<file path="src/rtl/riscv_pkg.sv">
// Core-wide shared definitions: performance counter width, event count and
// the bit positions of the core event strobes feeding the HPM bank.
package riscv_pkg;

  localparam int PERF_COUNTER_WIDTH = 32;
  localparam int PERF_NUM_EVENTS    = 8;

  typedef enum logic [2:0] {
    EV_CYCLE       = 3'd0,
    EV_RETIRE      = 3'd1,
    EV_BR_TAKEN    = 3'd2,
    EV_BR_MISS     = 3'd3,
    EV_LOAD_USE    = 3'd4,
    EV_DIV_STALL   = 3'd5,
    EV_ICACHE_MISS = 3'd6,
    EV_DCACHE_MISS = 3'd7
  } perf_event_e;

endpackage

</file>
<file path="src/rtl/perf_counter_slice.sv">
// One HPM counter: event select register, event mux, counter with preload,
// and sticky overflow flag.
module perf_counter_slice #(
  parameter int NUM_EVENTS = 8,
  parameter int CNT_WIDTH  = 32,
  parameter int SEL_W      = 4
) (
  input  logic                  clk,
  input  logic                  reset,
  input  logic [NUM_EVENTS-1:0] events,
  input  logic                  freeze,
  input  logic                  inhibit,
  input  logic                  sel_we,
  input  logic [SEL_W-1:0]      sel_data,
  input  logic                  cnt_we,
  input  logic [CNT_WIDTH-1:0]  cnt_data,
  input  logic                  ovf_clr,
  output logic [CNT_WIDTH-1:0]  count,
  output logic                  ovf
);

  logic [SEL_W-1:0] sel;
  logic             hit;
  logic             inc;

  // Selects above NUM_EVENTS match no strobe and therefore never count.
  always_comb begin
    hit = 1'b0;
    for (int k = 0; k < NUM_EVENTS; k++)
      if (sel == SEL_W'(k + 1)) hit = events[k];
  end

  assign inc = hit & ~inhibit & ~freeze;

  always_ff @(posedge clk) begin
    if (reset) begin
      sel   <= '0;
      count <= '0;
      ovf   <= 1'b0;
    end else begin
      if (sel_we) sel <= sel_data;
      if (cnt_we)   count <= cnt_data;
      else if (inc) count <= count + 1'b1;
      // A wrap that a preload overrides is not an overflow; set beats clear.
      if (inc && !cnt_we && (&count)) ovf <= 1'b1;
      else if (ovf_clr)               ovf <= 1'b0;
    end
  end

endmodule

</file>
<file path="src/rtl/perf_counter_bank.sv">
// Bank of programmable HPM counters with registered read port and overflow irq.
// Optional PERF_SNAPSHOT_EN adds shadow registers captured by snap_i.
module perf_counter_bank
  import riscv_pkg::*;
#(
  parameter int NUM_EVENTS   = PERF_NUM_EVENTS,
  parameter int NUM_COUNTERS = 4,
  parameter int CNT_WIDTH    = PERF_COUNTER_WIDTH,
  parameter int IDX_W        = (NUM_COUNTERS > 1) ? $clog2(NUM_COUNTERS) : 1,
  parameter int SEL_W        = $clog2(NUM_EVENTS + 1)
) (
  input  logic                    clk,
  input  logic                    reset,
  input  logic [NUM_EVENTS-1:0]   events_i,
  input  logic                    freeze_i,
  input  logic [NUM_COUNTERS-1:0] inhibit_i,
  input  logic                    sel_we_i,
  input  logic [IDX_W-1:0]        sel_idx_i,
  input  logic [SEL_W-1:0]        sel_data_i,
  input  logic                    cnt_we_i,
  input  logic [IDX_W-1:0]        cnt_idx_i,
  input  logic [CNT_WIDTH-1:0]    cnt_data_i,
  input  logic                    rd_en_i,
  input  logic [IDX_W-1:0]        rd_idx_i,
  input  logic                    rd_shadow_i,
  input  logic                    snap_i,
  output logic [CNT_WIDTH-1:0]    rd_data_o,
  output logic                    rd_valid_o,
  input  logic [NUM_COUNTERS-1:0] ovf_irq_en_i,
  input  logic [NUM_COUNTERS-1:0] ovf_clr_i,
  output logic [NUM_COUNTERS-1:0] ovf_o,
  output logic                    irq_o
);

  logic [NUM_COUNTERS-1:0][CNT_WIDTH-1:0] count;
  logic [CNT_WIDTH-1:0]                   live;
  logic [CNT_WIDTH-1:0]                   rd_sel;

  for (genvar i = 0; i < NUM_COUNTERS; i++) begin : g_slice
    perf_counter_slice #(
      .NUM_EVENTS(NUM_EVENTS),
      .CNT_WIDTH (CNT_WIDTH),
      .SEL_W     (SEL_W)
    ) u_slice (
      .clk     (clk),
      .reset   (reset),
      .events  (events_i),
      .freeze  (freeze_i),
      .inhibit (inhibit_i[i]),
      .sel_we  (sel_we_i && (sel_idx_i == IDX_W'(i))),
      .sel_data(sel_data_i),
      .cnt_we  (cnt_we_i && (cnt_idx_i == IDX_W'(i))),
      .cnt_data(cnt_data_i),
      .ovf_clr (ovf_clr_i[i]),
      .count   (count[i]),
      .ovf     (ovf_o[i])
    );
  end

  // Out-of-range indices fall through to zero.
  always_comb begin
    live = '0;
    for (int i = 0; i < NUM_COUNTERS; i++)
      if (rd_idx_i == IDX_W'(i)) live = count[i];
  end

`ifdef PERF_SNAPSHOT_EN
  logic [NUM_COUNTERS-1:0][CNT_WIDTH-1:0] shadow;
  logic [CNT_WIDTH-1:0]                   shadow_rd;

  always_ff @(posedge clk) begin
    if (reset)       shadow <= '0;
    else if (snap_i) shadow <= count;
  end

  always_comb begin
    shadow_rd = '0;
    for (int i = 0; i < NUM_COUNTERS; i++)
      if (rd_idx_i == IDX_W'(i)) shadow_rd = shadow[i];
  end

  assign rd_sel = rd_shadow_i ? shadow_rd : live;
`else
  logic unused_snap;
  assign unused_snap = snap_i ^ rd_shadow_i;
  assign rd_sel      = live;
`endif

  always_ff @(posedge clk) begin
    if (reset) begin
      rd_data_o  <= '0;
      rd_valid_o <= 1'b0;
      irq_o      <= 1'b0;
    end else begin
      rd_valid_o <= rd_en_i;
      if (rd_en_i) rd_data_o <= rd_sel;
      irq_o <= |(ovf_o & ovf_irq_en_i);
    end
  end

endmodule

</file>
<file path="config.mk">
export PLATFORM = sky130hd
export DESIGN_NAME = perf_counter_bank
export DESIGN_NICKNAME = d
export VERILOG_FILES = /design/src/rtl/riscv_pkg.sv /design/src/rtl/perf_counter_slice.sv /design/src/rtl/perf_counter_bank.sv
export SDC_FILE = /design/constraint.sdc
export NUM_CORES = 1
export LEC_CHECK = 0
export CAP_MARGIN = 0
export CELL_PAD_IN_SITES_DETAIL_PLACEMENT = 1
export CELL_PAD_IN_SITES_GLOBAL_PLACEMENT = 2
export CORE_MARGIN = 2
export CORE_UTILIZATION = 38
export CTS_BUF_LIST = sky130_fd_sc_hd__clkbuf_8 sky130_fd_sc_hd__clkbuf_16
export CTS_CLUSTER_SIZE = 8
export DETAILED_ROUTE_END_ITERATION = 6
export PLACE_DENSITY = 0.95
export SETUP_SLACK_MARGIN = 0.15
export SLEW_MARGIN = 10
export SYNTH_ARGS = -nofsm -noshare
export SYNTH_HDL_FRONTEND = slang
export SYNTH_SLANG_ARGS = --single-unit
</file>
<file path="constraint.sdc">
create_clock -name clk -period 3.6 [get_ports clk]
set_clock_uncertainty 0.05 [all_clocks]
set_input_delay 0.36 -clock clk [delete_from_list [all_inputs] [get_ports clk]]
set_output_delay 0.36 -clock clk [all_outputs]
set_load 0.01 [all_outputs]
</file>
==> results.sh, run 1 <==
export IMPL_holdCritPathClass="primary input to flop"
export IMPL_postSynthCellCount=1124
export IMPL_finalNetCount=1260
export IMPL_cp_required_ps=3900
export IMPL_clkPwrFrac_pct=41.6
export IMPL_syn_avg_cell_area_sq_um=9.00
export IMPL_postCtsSetupBuffers=0
export IMPL_routabilityCongestion=0.834
export IMPL_relSlewSlack_pct=25.9
export IMPL_routedWlPerCell_um=22.4
export IMPL_grt_usage_pct=24.7
export IMPL_cp_cell_sequence="and4_1 -> nand4_1 -> or4b_1 -> or3_1 -> a311oi_1"
export IMPL_drt_initial_drc_count=851
export IMPL_cts_resized=0
export IMPL_critPathMaxStageDelay_ps=760
export IMPL_cts_root_buffer="clkbuf_16"
export IMPL_syn_nets=1198
export IMPL_rows=59
export IMPL_drv_cap=0
export IMPL_drtAntennaViolNets=0
export IMPL_cts_tree="yes"
export IMPL_wl_um=34400
export IMPL_cts_reportedPaths_clkPinSlew_ps=70
export IMPL_instances_no_fill=1534
export IMPL_ys_top_cells_by_area="dfxtp_1 36%, a211oi_1 7.3%, mux4_2 7.1%"
export IMPL_critPathBufInv=0
export IMPL_grt_overflow=0
export IMPL_utilization_pct=46.0
export IMPL_p_leak_nw=4.19
export IMPL_synth_edf_count=0
export IMPL_clock_sinks=182
export IMPL_core_sq_um=26100
export IMPL_rsz0062_at_grt="no"
export IMPL_area_delta_synth_final_pct=18.7
export IMPL_n_antenna_cell=0
export IMPL_arrival_ps=3030
export IMPL_sw_frac_of_total_pct=27.1
export IMPL_max_freq_mhz=366
export IMPL_synth_seq_cells=182
export IMPL_p_int_mw=3.43
export IMPL_dp_cells=1502
export IMPL_dieArea_sq_um=27900
export IMPL_comb_power_share_pct=11.2
export IMPL_finalCritPeriodShare_pct=75.9
export IMPL_setup_viol=0
export IMPL_violations="design-rule violations"
export IMPL_cp_slowest_cell="or4b_1"
export IMPL_clockBufferDepth=2
export IMPL_start_util_pct=38.7
export IMPL_crit_family="simple AND/OR/NAND/NOR gates"
export IMPL_path_class="flop to flop"
export IMPL_die_y_um=167
export IMPL_async_flop_share_pct=0
export IMPL_ys_warnings_count=0
export IMPL_port_buffers=105
export IMPL_grt_pass1_wl_um=54500
export IMPL_vias=9338
export IMPL_grt_pass1_vias=9685
export IMPL_clk_latency_ps=450
export IMPL_tns_ps=0
export IMPL_status="complete, but fails checks"
export IMPL_first_pass_iters=7
export IMPL_pin_count=108
export IMPL_end_kind="flop"
export IMPL_hold_buffers=0
export IMPL_p_switching_mw=1.27
export IMPL_worstSetupStartpointType="flop"
export IMPL_synth_top_cell_by_area="dfxtp_1"
export IMPL_hold_viol_final=0
export IMPL_worstMarginPinSlew_ps=1110
export IMPL_netlist_area_sq_um=10100
export IMPL_cts_buffers=17
export IMPL_antenna_found_initial=0
export IMPL_drive_gt1_share_pct=9.09
export IMPL_p_seq_share_pct=47.2
export IMPL_synth_main_ff_cell="dfxtp_1"
export IMPL_power_density_nw_per_um2=391
export IMPL_grt_max_degree=97
export IMPL_vias_per_cell=6.09
export IMPL_fp_dieW_um=167
export IMPL_ys_seq_area_share_pct=36.0
export IMPL_synth_cell_type_count=55
export IMPL_synth_top_area_share_pct=36.0
export IMPL_htree_levels=4
export IMPL_ir_drop_v=0.000206
export IMPL_min_period_ps=2730
export IMPL_drv_slew=0
export IMPL_worstPathMaxFanout=6
export IMPL_hpwl_um=23900
export IMPL_drcViolationCount=6
==> cells by family (layout without fill, tap and decap cells) <==
logic type | after synthesis | after routing | synth area share [%]
xor+xnor | 103 | 103 | 8.92
flops | 182 | 182 | 36.0
simple gates | 480 | 480 | 25.0
mux | 96 | 96 | 13.6
compound gates | 169 | 169 | 12.4
buf+inv | 90 | 165 | 3.66
fa+ha+maj | 4 | 4 | 0.495
==> synth_stat cells, types with 2 or more instances <==
cell,count
buf_4,6
nor4_1,9
nand4_1,57
a221oi_1,2
nor2_1,176
a22oi_1,2
o21ai_0,23
ha_1,4
nand2_1,42
a221o_1,2
xnor2_1,24
and4_1,16
nor3_1,15
buf_2,7
nor3b_1,2
a21oi_1,5
nand3_1,48
nand2b_1,10
or3_1,24
and3_1,28
o31ai_1,5
a2111oi_0,2
nor4b_1,5
or4b_1,3
or4_1,2
a211oi_1,98
and2_1,15
nand4b_1,4
xor2_1,79
buf_1,8
dfxtp_1,182
nand3b_1,7
mux2i_1,55
a311oi_1,20
mux4_2,32
clkbuf_1,63
mux2_2,8
inv_1,5
o22ai_1,4
nor2b_1,10
==> area by class of cell <==
class                      count  area [sq um]
fill                        2990         14100
multi-input combinational    852          6120
sequential                   182          3640
timing repair buffer         128          1210
clock buffer                  19           453
tap                          335           419
clock inverter                13           145
inverter                       5          18.8
==> flip-flops by register name (all words and copies together) (netlist names) <==
register               cells
g_slice.u_slice.ovf        4
rd_data_o                 32
g_slice.u_slice.count    128
g_slice.u_slice.sel       16
rd_valid_o                 1
irq_o                      1
==> layer usage <==
layer / share of wire, % / up-vias / GRT usage (%)
li1: - / 4286 / -
met1: 43 / 4708 / 31.7
met2: 50 / 270 / 43.0
met3: 4.6 / 74 / 3.07
met4: 2.6 / 0 / 8.81
met5: 0 / - / 0
==> stage by stage <==
stage | area [sq um] | setup WS, ps | hold WS [ps] | total power [mW]
final | 12000 | 867 | 374 | 4.70
after CTS | 12000 | 953 | 389 | 4.72
after floorplan | 10100 | 1330 | 408 | 2.53
after detailed placement | 11400 | 587 | 436 | 2.78
after global routing | 12000 | 786 | 414 | 4.85
after global placement | 11400 | 660 | 421 | 2.76
==> power groups by stage <==
stage | Sequential, mW | Clock [mW] | Combinational [mW]
floorplan | 2.23 | 0 | 0.306
detailed placement | 2.26 | 0 | 0.522
global placement | 2.25 | 0 | 0.508
global route | 2.23 | 2.05 | 0.569
finish | 2.22 | 1.95 | 0.527
CTS | 2.22 | 1.97 | 0.528
==> worst paths after layout <==
check                                   start                            to  slack [ps]  depth (start not counted)
setup / recovery  g_slice[2].u_slice.count[6]  g_slice[2].u_slice.count[30]         870                          5
setup reg to reg  g_slice[2].u_slice.count[6]  g_slice[2].u_slice.count[30]         870                          5
hold reg to reg        g_slice[0].u_slice.ovf        g_slice[0].u_slice.ovf         440                          2
hold / removal                          reset                 rd_data_o[11]         370                          2
==> layout by cell type, fill, tap and decap left out, types with 3 or more instances in the layout <==
| cell type | instances |
|---|---|
| buf_4 | 23 |
| a211oi_1 | 98 |
| or4b_1 | 3 |
| clkinv_4 | 4 |
| and4_1 | 16 |
| inv_6 | 3 |
| ha_1 | 4 |
| nor4_1 | 9 |
| and3_1 | 28 |
| xor2_1 | 79 |
| o22ai_1 | 4 |
| nand2b_1 | 10 |
| clkdlybuf4s50_1 | 101 |
| a311oi_1 | 20 |
| nand3_1 | 47 |
| dfxtp_1 | 182 |
| mux4_2 | 32 |
| nand3b_1 | 7 |
| nand4b_1 | 4 |
| o21ai_0 | 23 |
| nor3_1 | 15 |
| buf_2 | 3 |
| and2_1 | 15 |
| or3_1 | 24 |
| o31ai_1 | 4 |
| mux2i_1 | 55 |
| inv_1 | 6 |
| mux2_2 | 8 |
| nor2_1 | 176 |
| nand4_1 | 57 |
| nand2_1 | 42 |
| nor2b_1 | 10 |
| nor4b_1 | 5 |
| clkbuf_16 | 17 |
| xnor2_1 | 24 |
| a21oi_1 | 5 |
No activity file was read; power rests on OpenSTA's default activity.
==> run 2: changes to the inputs <==
--- a/config.mk
+++ b/config.mk
@@ -9,11 +9,11 @@
 export CELL_PAD_IN_SITES_DETAIL_PLACEMENT = 1
 export CELL_PAD_IN_SITES_GLOBAL_PLACEMENT = 2
 export CORE_MARGIN = 2
-export CORE_UTILIZATION = 38
+export CORE_UTILIZATION = 35
 export CTS_BUF_LIST = sky130_fd_sc_hd__clkbuf_8 sky130_fd_sc_hd__clkbuf_16
 export CTS_CLUSTER_SIZE = 8
 export DETAILED_ROUTE_END_ITERATION = 6
-export PLACE_DENSITY = 0.95
+export PLACE_DENSITY = 0.9
 export SETUP_SLACK_MARGIN = 0.15
 export SLEW_MARGIN = 10
 export SYNTH_ARGS = -nofsm -noshare
==> constraint.sdc (replaced) <==
create_clock -name clk -period 2.6 [get_ports clk]
set_clock_uncertainty 0.05 [all_clocks]
set_input_delay 0.26 -clock clk [delete_from_list [all_inputs] [get_ports clk]]
set_output_delay 0.26 -clock clk [all_outputs]
set_load 0.01 [all_outputs]
==> run 2 against run 1 <==
The flow now finishes without violations. Routed wire length increased by 5.9%. Flip-flop and latch count unchanged. Via count increased by 2.9%. Count of clock-buffer cells in the layout decreased by 1. Non-clock buffer count increased by 57. Final area increased by 6.2%. Power increased by 39%. Critical path depth increased by 2. Final cell count increased by 7.0%. Utilization decreased by 1.3 points. Sequential share of layout area decreased by 1.7 points. Global-route usage decreased by 1.1 points. Critical endpoint unchanged.
==> results.sh, run 2 (same netlist as run 1, synthesis figures left out) <==
export IMPL_reg_largest_list="g_slice.u_slice.count: 128 flops, rd_data_o: 32 flops, g_slice.u_slice.sel: 16 flops"
export IMPL_cts_root_buffer="clkbuf_16"
export IMPL_cts_reportedPaths_clkPinSlew_ps=70
export IMPL_timing_rr_start="g_slice[2].u_slice.sel[2]"
export IMPL_final_cell_mix="176 x dfxtp_1, 175 x nor2_1, 100 x clkdlybuf4s50_1"
export IMPL_path_class="flop to flop"
export IMPL_start_util_pct=35.4
export IMPL_finalCritPeriodShare_pct=93.6
export IMPL_instances_no_fill=1641
export IMPL_grt_pass1_vias=9849
export IMPL_tns_ps=0
export IMPL_drive_gt1_share_pct=15.4
export IMPL_core_sq_um=28500
export IMPL_end_kind="flop"
export IMPL_max_freq_mhz=411
export IMPL_grt_pass1_wl_um=56500
export IMPL_clock_sinks=182
export IMPL_reg2regPathDepth=7
export IMPL_worstSetupEndpoint="g_slice[2].u_slice.count[30]"
export IMPL_clk_latency_ps=440
export IMPL_fin_total_pwr_mw=6.53
export IMPL_relSlewSlack_pct=54.3
export IMPL_htree_levels=4
export IMPL_die_y_um=174
export IMPL_dieArea_sq_um=30300
export IMPL_dp_cells=1600
export IMPL_grt_usage_pct=23.7
export IMPL_min_period_ps=2430
export IMPL_cp_required_ps=2900
export IMPL_stdcell_area_sq_um=12800
export IMPL_vias_per_cell=5.85
export IMPL_n_antenna_cell=0
export IMPL_cp_startpoint="g_slice[2].u_slice.sel[2]"
export IMPL_setup_viol=0
export IMPL_hpwl_um=25400
export IMPL_drtAntennaViolNets=0
export IMPL_postPlaceCellArea_sq_um=11900
export IMPL_wl_um=36400
export IMPL_fp_dieW_um=174
export IMPL_power_density_nw_per_um2=512
export IMPL_antenna_found_initial=0
export IMPL_finalNetCount=1318
export IMPL_worst_r2r_endpoint="g_slice[2].u_slice.count[30]"
export IMPL_first_pass_iters=5
export IMPL_port_buffers=105
export IMPL_worstPathMaxFanout=5
export IMPL_dp_slack_ps=-207
export IMPL_p_leak_nw=4.57
export IMPL_hold_viol_final=0
export IMPL_largest_register_ffs=128
export IMPL_worstMarginPinSlew_ps=686
export IMPL_rsz0062_at_grt="yes"
export IMPL_cts_buffers=17
export IMPL_drt_initial_drc_count=730
export IMPL_ir_drop_v=0.000423
export IMPL_arrival_ps=2730
export IMPL_utilization_pct=44.7
export IMPL_area_delta_synth_final_pct=26.1
export IMPL_grt_max_degree=59
export IMPL_worst_slack_ps=166
export IMPL_rows=62
export IMPL_vias=9605
export IMPL_hold_ws_ps=190
export IMPL_holdCritPathClass="primary input to flop"
export IMPL_routabilityCongestion=0.864
export IMPL_r2r_slack_ps=170
export IMPL_routedWlPerCell_um=22.2
export IMPL_cts_tree="yes"
export IMPL_pin_count=108
export IMPL_status="complete, no violations"
export IMPL_regMostFlops="g_slice.u_slice.count"
export IMPL_worstSetupStartpointType="flop"
export IMPL_drv_slew=0
export IMPL_final_common_cell="dfxtp_1"
export IMPL_grt_overflow=0
export IMPL_drv_cap=0
export IMPL_drcViolationCount=0
export IMPL_clockBufferDepth=2
[run 2: cell types whose count changed in the layout (fill, tap and decap cells not counted), moves of 4 or more]
cell and delta:
dfxtp_1 -6, buf_12 +8, a311oi_1 -5, buf_4 +46, dfxtp_2 +4, a311oi_2 +5
[run 2: metal layers]
layer | vias to the layer above | GRT usage, % | routed length [um]
li1 | 4410 | - | -
met1 | 4873 | 31.1 | 16100
met2 | 274 | 40.2 | 17700
met3 | 48 | 4.37 | 2060
met4 | 0 | 5.99 | 601
met5 | - | 0 | 0
[run 2: timing repair]
action,in CTS,in global routing
hold buffers,0,0
setup buffers,2,6
endpoints found under the hold margin,0,0
pin swaps,3,13
cloned,0,1
gates resized for setup,5,33
endpoints found under the setup margin,13,42
[run 2: layout make-up]
type,instances,area [sq um]
clock buffers,18,439
clock inverters,14,150
fillers,3309,15800
inverters,5,18.8
multi-input cells,853,6260
flip-flops and latches,182,3660
well taps,384,480
repair buffers,185,1750
[run 2: how the worst min path moves through the flow]
stage                     slack, ps  depth (start not counted)                      endpoint            from
after floorplan                 320                          2  g_slice[2].u_slice.count[18]  cnt_data_i[18]
after global placement          420                          2                  rd_data_o[7]    rd_data_o[7]
after detailed placement        440                          2                  rd_data_o[4]    rd_data_o[4]
after CTS                       160                          2     g_slice[2].u_slice.sel[2]           reset
after global routing            200                          2                  rd_data_o[0]           reset
final                           190                          2     g_slice[2].u_slice.sel[2]           reset
[run 2: where the power goes]
group / switching (mW) / total (mW) / internal (mW)
logic: 0.414 / 0.812 / 0.398
clock network: 1.21 / 2.66 / 1.45
registers: 0.149 / 3.06 / 2.91
[run 2: worst max-delay path, stage by stage, from the launching register on]
cell and delay, ps:
dfxtp_4 370, mux2_4 200, a221oi_2 50, buf_4 150, o31ai_4 330, or4b_4 520, or3_4 380, a311oi_2 280
==> RTL change 1, RTL diff (settings of run 2) <==
The option `PERF_SNAPSHOT_EN` is turned on by a define.
--- a/src/rtl/perf_counter_bank.sv
+++ b/src/rtl/perf_counter_bank.sv
@@ -1,5 +1,7 @@
 // Bank of programmable HPM counters with registered read port and overflow irq.
 // Optional PERF_SNAPSHOT_EN adds shadow registers captured by snap_i.
+`define PERF_SNAPSHOT_EN
+
 module perf_counter_bank
   import riscv_pkg::*;
 #(
Formal check against the unedited RTL: not equivalent (Yosys sat finds a counterexample within 4 cycles, from zero or initial values and one cycle with reset high).
==> RTL change 1 against run 2 <==
- setup slack better by 68 ps
- final area up 50%
- hold slack worse by 56 ps
- total power up 77%
- area after synthesis up 56%
- first-iteration DRC count up 30%
- clock power up 91%
- sequential share of layout area up 3.9 points
- wire length up 46%
- sequential cell count up 128
- cell count up 48%
==> RTL change 1: results (changes against run 2) <==
status=finished clean; layout cell share with drive strength beyond 1=11.9% (-3.5 points); FILL cells=5,091 (+54%); Post-DP Area=0.0179 sq mm (+50%); DR WL met3=2400 um (+16%); r2r startpoint=g_slice[1].u_slice.sel[2]$_SDFFE_PP0P_; Synth Area in Compound Gates=12.3% (-0.078 points); Worst Path Arrival=2760 ps (+30 ps); Via-to-Cell Ratio=5.77 (-1.4%); Synth Area in XOR/XNOR=6.11% (-2.8 points); CP max FO=7 (+2); Synth top cells by count=nor2_1, dfxtp_1, mux2i_1; Mapped Cells=1,728 (+54%); Post-Syn Nets=1,802 (+50%); LEAKAGE=7.10 nW (+55%); Slew @ Worst Pin=861 ps (+176 ps); I/O Buffers=107 (+1.9%); global-route usage over all layers=22.6% (-1.1 points); worst skew pair latency=540 ps (+100 ps); DRT iter0 DRCs=946 (+30%); CTS Buf Count=44 (+27); GPL Wtd Cong=0.895 (+3.6%); detailed placement HPWL=38,800 um (+52%); clock slew seen by the registers of the worst setup and hold paths=50 ps (-20 ps); Post-Synth Adder-Cell Area=0.318% (-0.18 points); class of the worst hold path=primary input to flip-flop; mux contribution to synthesized area=19.3% (+5.8 points); Seq/Total Area, Yosys=39.4% (+3.4 points); Final Instance Count excl. Fillers=2,433 (+48%); CTS H-tree lvls=2 (-2); maximum VDD drop=0.413 mV (-2.3%); largest registers=g_slice.u_slice.count x128, shadow x128, rd_data_o x32; WL per Instance=21.9 um (-1.5%); Synth cell types=56 (+1.8%); largest net degree at the start of global routing=115 (+95%); R2R Setup Slk=230 ps (+70 ps); DRT met1 WL=24,700 um (+54%); leading cell types by total area after synthesis=dfxtp_1, mux2i_1, nor2_1; final net count=1,915 (+45%); clk buf depth=3 (+1)
## RTL change 1: where the power goes
| group | switching, mW | internal [mW] | leakage, nW |
|---|---|---|---|
| clock | 2.04 | 3.04 | 0.562 |
| combinational | 0.709 | 0.585 | 4.01 |
| sequential | 0.215 | 4.95 | 2.53 |
| total | 2.96 | 8.58 | 7.10 |
## RTL change 1: cell families (layout without fill, tap and decap cells)
logic type      Yosys count  after routing
mux                     248            248
xor+xnor                110            110
simple gates            620            620
compound gates          279            279
buf+inv                 157            270
flops                   310            310
fa+ha+maj                 4              4
## RTL change 1: critical path, stage by stage (launching register included)
cell,delay [ps]
dfxtp_4,370
mux2i_1,140
mux4_2,510
o21ai_4,290
nand4_2,210
or4_1,440
a311oi_1,260
## RTL change 1: worst paths after layout
kind                                                to  cells past startpoint
max          g_slice[1].u_slice.count[29]$_SDFFE_PP0P_                      6
min                           shadow[111]$_SDFFE_PP0P_                      2
max reg2reg  g_slice[1].u_slice.count[29]$_SDFFE_PP0P_                      6
min reg2reg                 rd_data_o[14]$_SDFFE_PP0P_                      2
## RTL change 1: layer usage
metal  global-route usage (%)  up-vias
met5                        0        -
met4                     7.69        0
met3                     2.62       92
met2                     36.9      337
met1                     30.8     7144
li1                         -     6464
## RTL change 1: what timing repair did
item                                    CTS  global route
gates resized for setup                   3             8
pin swaps                                 0             3
hold buffers                              1             0
endpoints found under the setup margin    4            25
hold endpoints to repair                  1             0
## RTL change 1: per-stage QoR
stage               power [mW]  util [%]  TNS [ps]  hold WS, ps  setup WS (ps)
floorplan                 5.93         -         0          319            417
global placement          6.48      40.4      -198          418          -83.5
detailed placement        6.53      40.4     -1780          428           -162
CTS                       11.6      43.0         0          173            170
global route              11.9      43.1         0          197           96.0
finish                    11.5      43.1         0          135            234
## RTL change 1: cell type report
class	instances	share of cell area [%]
clock buffer	46	5.97
tap	592	3.88
timing repair buffer	209	10.4
sequential	310	32.5
inverter	15	0.295
multi-input combinational	1261	46.9
==> RTL change 2, RTL diff (settings of run 2) <==
Made on the original files. The output `irq_o` loses its register stage (`irq_o` becomes a continuous assignment).
--- a/src/rtl/perf_counter_bank.sv
+++ b/src/rtl/perf_counter_bank.sv
@@ -90,13 +90,13 @@
     if (reset) begin
       rd_data_o  <= '0;
       rd_valid_o <= 1'b0;
-      irq_o      <= 1'b0;
     end else begin
       rd_valid_o <= rd_en_i;
       if (rd_en_i) rd_data_o <= rd_sel;
-      irq_o <= |(ovf_o & ovf_irq_en_i);
     end
   end
 
+  assign irq_o = |(ovf_o & ovf_irq_en_i);
+
 endmodule
 
Function: changed (Yosys sat finds a counterexample within 4 cycles, from zero or initial values and one cycle with reset high).
==> RTL change 2 against run 2 <==
- first-iteration DRC count increased by 9.0%
- critical path depth increased by 1
- largest power group unchanged
- total power increased by 0.91%
- wire length decreased by 1.2%
- sequential cell count decreased by 1
- critical endpoint is now g_slice[0].u_slice.count[5]$_SDFFE_PP0P_
- setup slack improved by 9.0 ps
- final area decreased by 1.4%
- area after synthesis increased by 1.2%
- highest routed layer is now met5
==> RTL change 2: results (changes against run 2) <==
status=finished clean; Post-Syn Nets=1,205 (+0.58%); DR WL met3=2280 um (+11%); Mapped Cells=1,131 (+0.62%); largest net degree at the start of global routing=62 (+5.1%); Max Used Layer=met5; Seq/Total Area, Yosys=35.4% (-0.64 points); GPL Wtd Cong=0.885 (+2.4%); CP max FO=10 (+5); Max Clk Rate=0.412 GHz (+0.37%); Setup TNS=0 ps (unchanged); vias in the first global route=9,449 (-4.1%); Post-DP Area=0.0119 sq mm (-0.28%); Synth top cells by count=dfxtp_1, nor2_1, a211oi_1; maximum VDD drop=0.466 mV (+10%); DRT iter0 DRCs=796 (+9.0%); Via-to-Cell Ratio=5.88 (+0.38%); worst hold slack=149 ps (-41.6 ps); grt met2 use=37.1% (-3.0 points); total wire length=36,000 um (-1.2%); CP top delay family=multiplexers; routing usage on met3=4.70% (+0.33 points); PwrDens=524 mW/mm^2 (+2.4%); met2 wire length=16,400 um (-7.2%); first-pass GRT wire length=55,600 um (-1.6%); Setup Fix Bufs, Post-CTS=0 (-2); FF-to-FF path depth=8 (+1); RR Endpoint=g_slice[0].u_slice.count[5]$_SDFFE_PP0P_; Slew @ Worst Pin=534 ps (-152 ps); mux contribution to synthesized area=13.9% (+0.30 points); leading cell types by total area after synthesis=dfxtp_1, mux4_2, a211oi_1; r2r startpoint=g_slice[0].u_slice.sel[2]$_SDFFE_PP0P_; CP max-delay cell=mux4_2; LEAKAGE=4.19 nW (-8.4%); Synth Area in Compound Gates=12.6% (+0.25 points); Synth cell types=50 (-9.1%); Logic power comb=777 uW (-4.3%); initial antenna violation count=1 (+1); Synth Area in XOR/XNOR=9.07% (+0.15 points); Hold EP=g_slice[0].u_slice.ovf$_SDFFE_PP0P_; detailed placement HPWL=26,600 um (+4.7%); Pint=4.80 mW (+0.81%); global-route usage over all layers=23.5% (-0.19 points); layout cell share with drive strength beyond 1=14.2% (-1.2 points)
RTL change 2: cell count changes in the layout (fill, tap and decap cells not counted), sizes merged, moves of 11 or more:
| cell | delta |
|---|---|
| nor4 | +26 |
| xor2 | -29 |
| xnor2 | +32 |
| nand2 | +13 |
| nand4 | -17 |
| buf | -17 |
| and3 | -11 |
RTL change 2: worst reg2reg max path: stages (launching register included):
cell and delay (ps):
dfxtp_4 370, mux2i_1 130, mux4_2 500, o21a_1 270, buf_4 240, nor3_2 300, buf_4 170, xnor2_1 60
a211oi_1 260
RTL change 2: logic make-up after synthesis:
kind of cell | count (synthesis)
xor gates and xnor gates | 106
and+or+nand+nor | 471
DFF | 181
adders and majority gates | 4
buffers and inverters | 94
AOI/OAI and AO/OA | 177
muxes | 98
RTL change 2: final cells by class:
cell class | instances | area [sq um]
clock buffers | 17 | 425
clock inverters | 13 | 175
fillers | 3267 | 16200
inverters | 7 | 26.3
multi-input cells | 856 | 6260
flip-flops and latches | 181 | 3630
well taps | 384 | 480
repair buffers | 168 | 1570
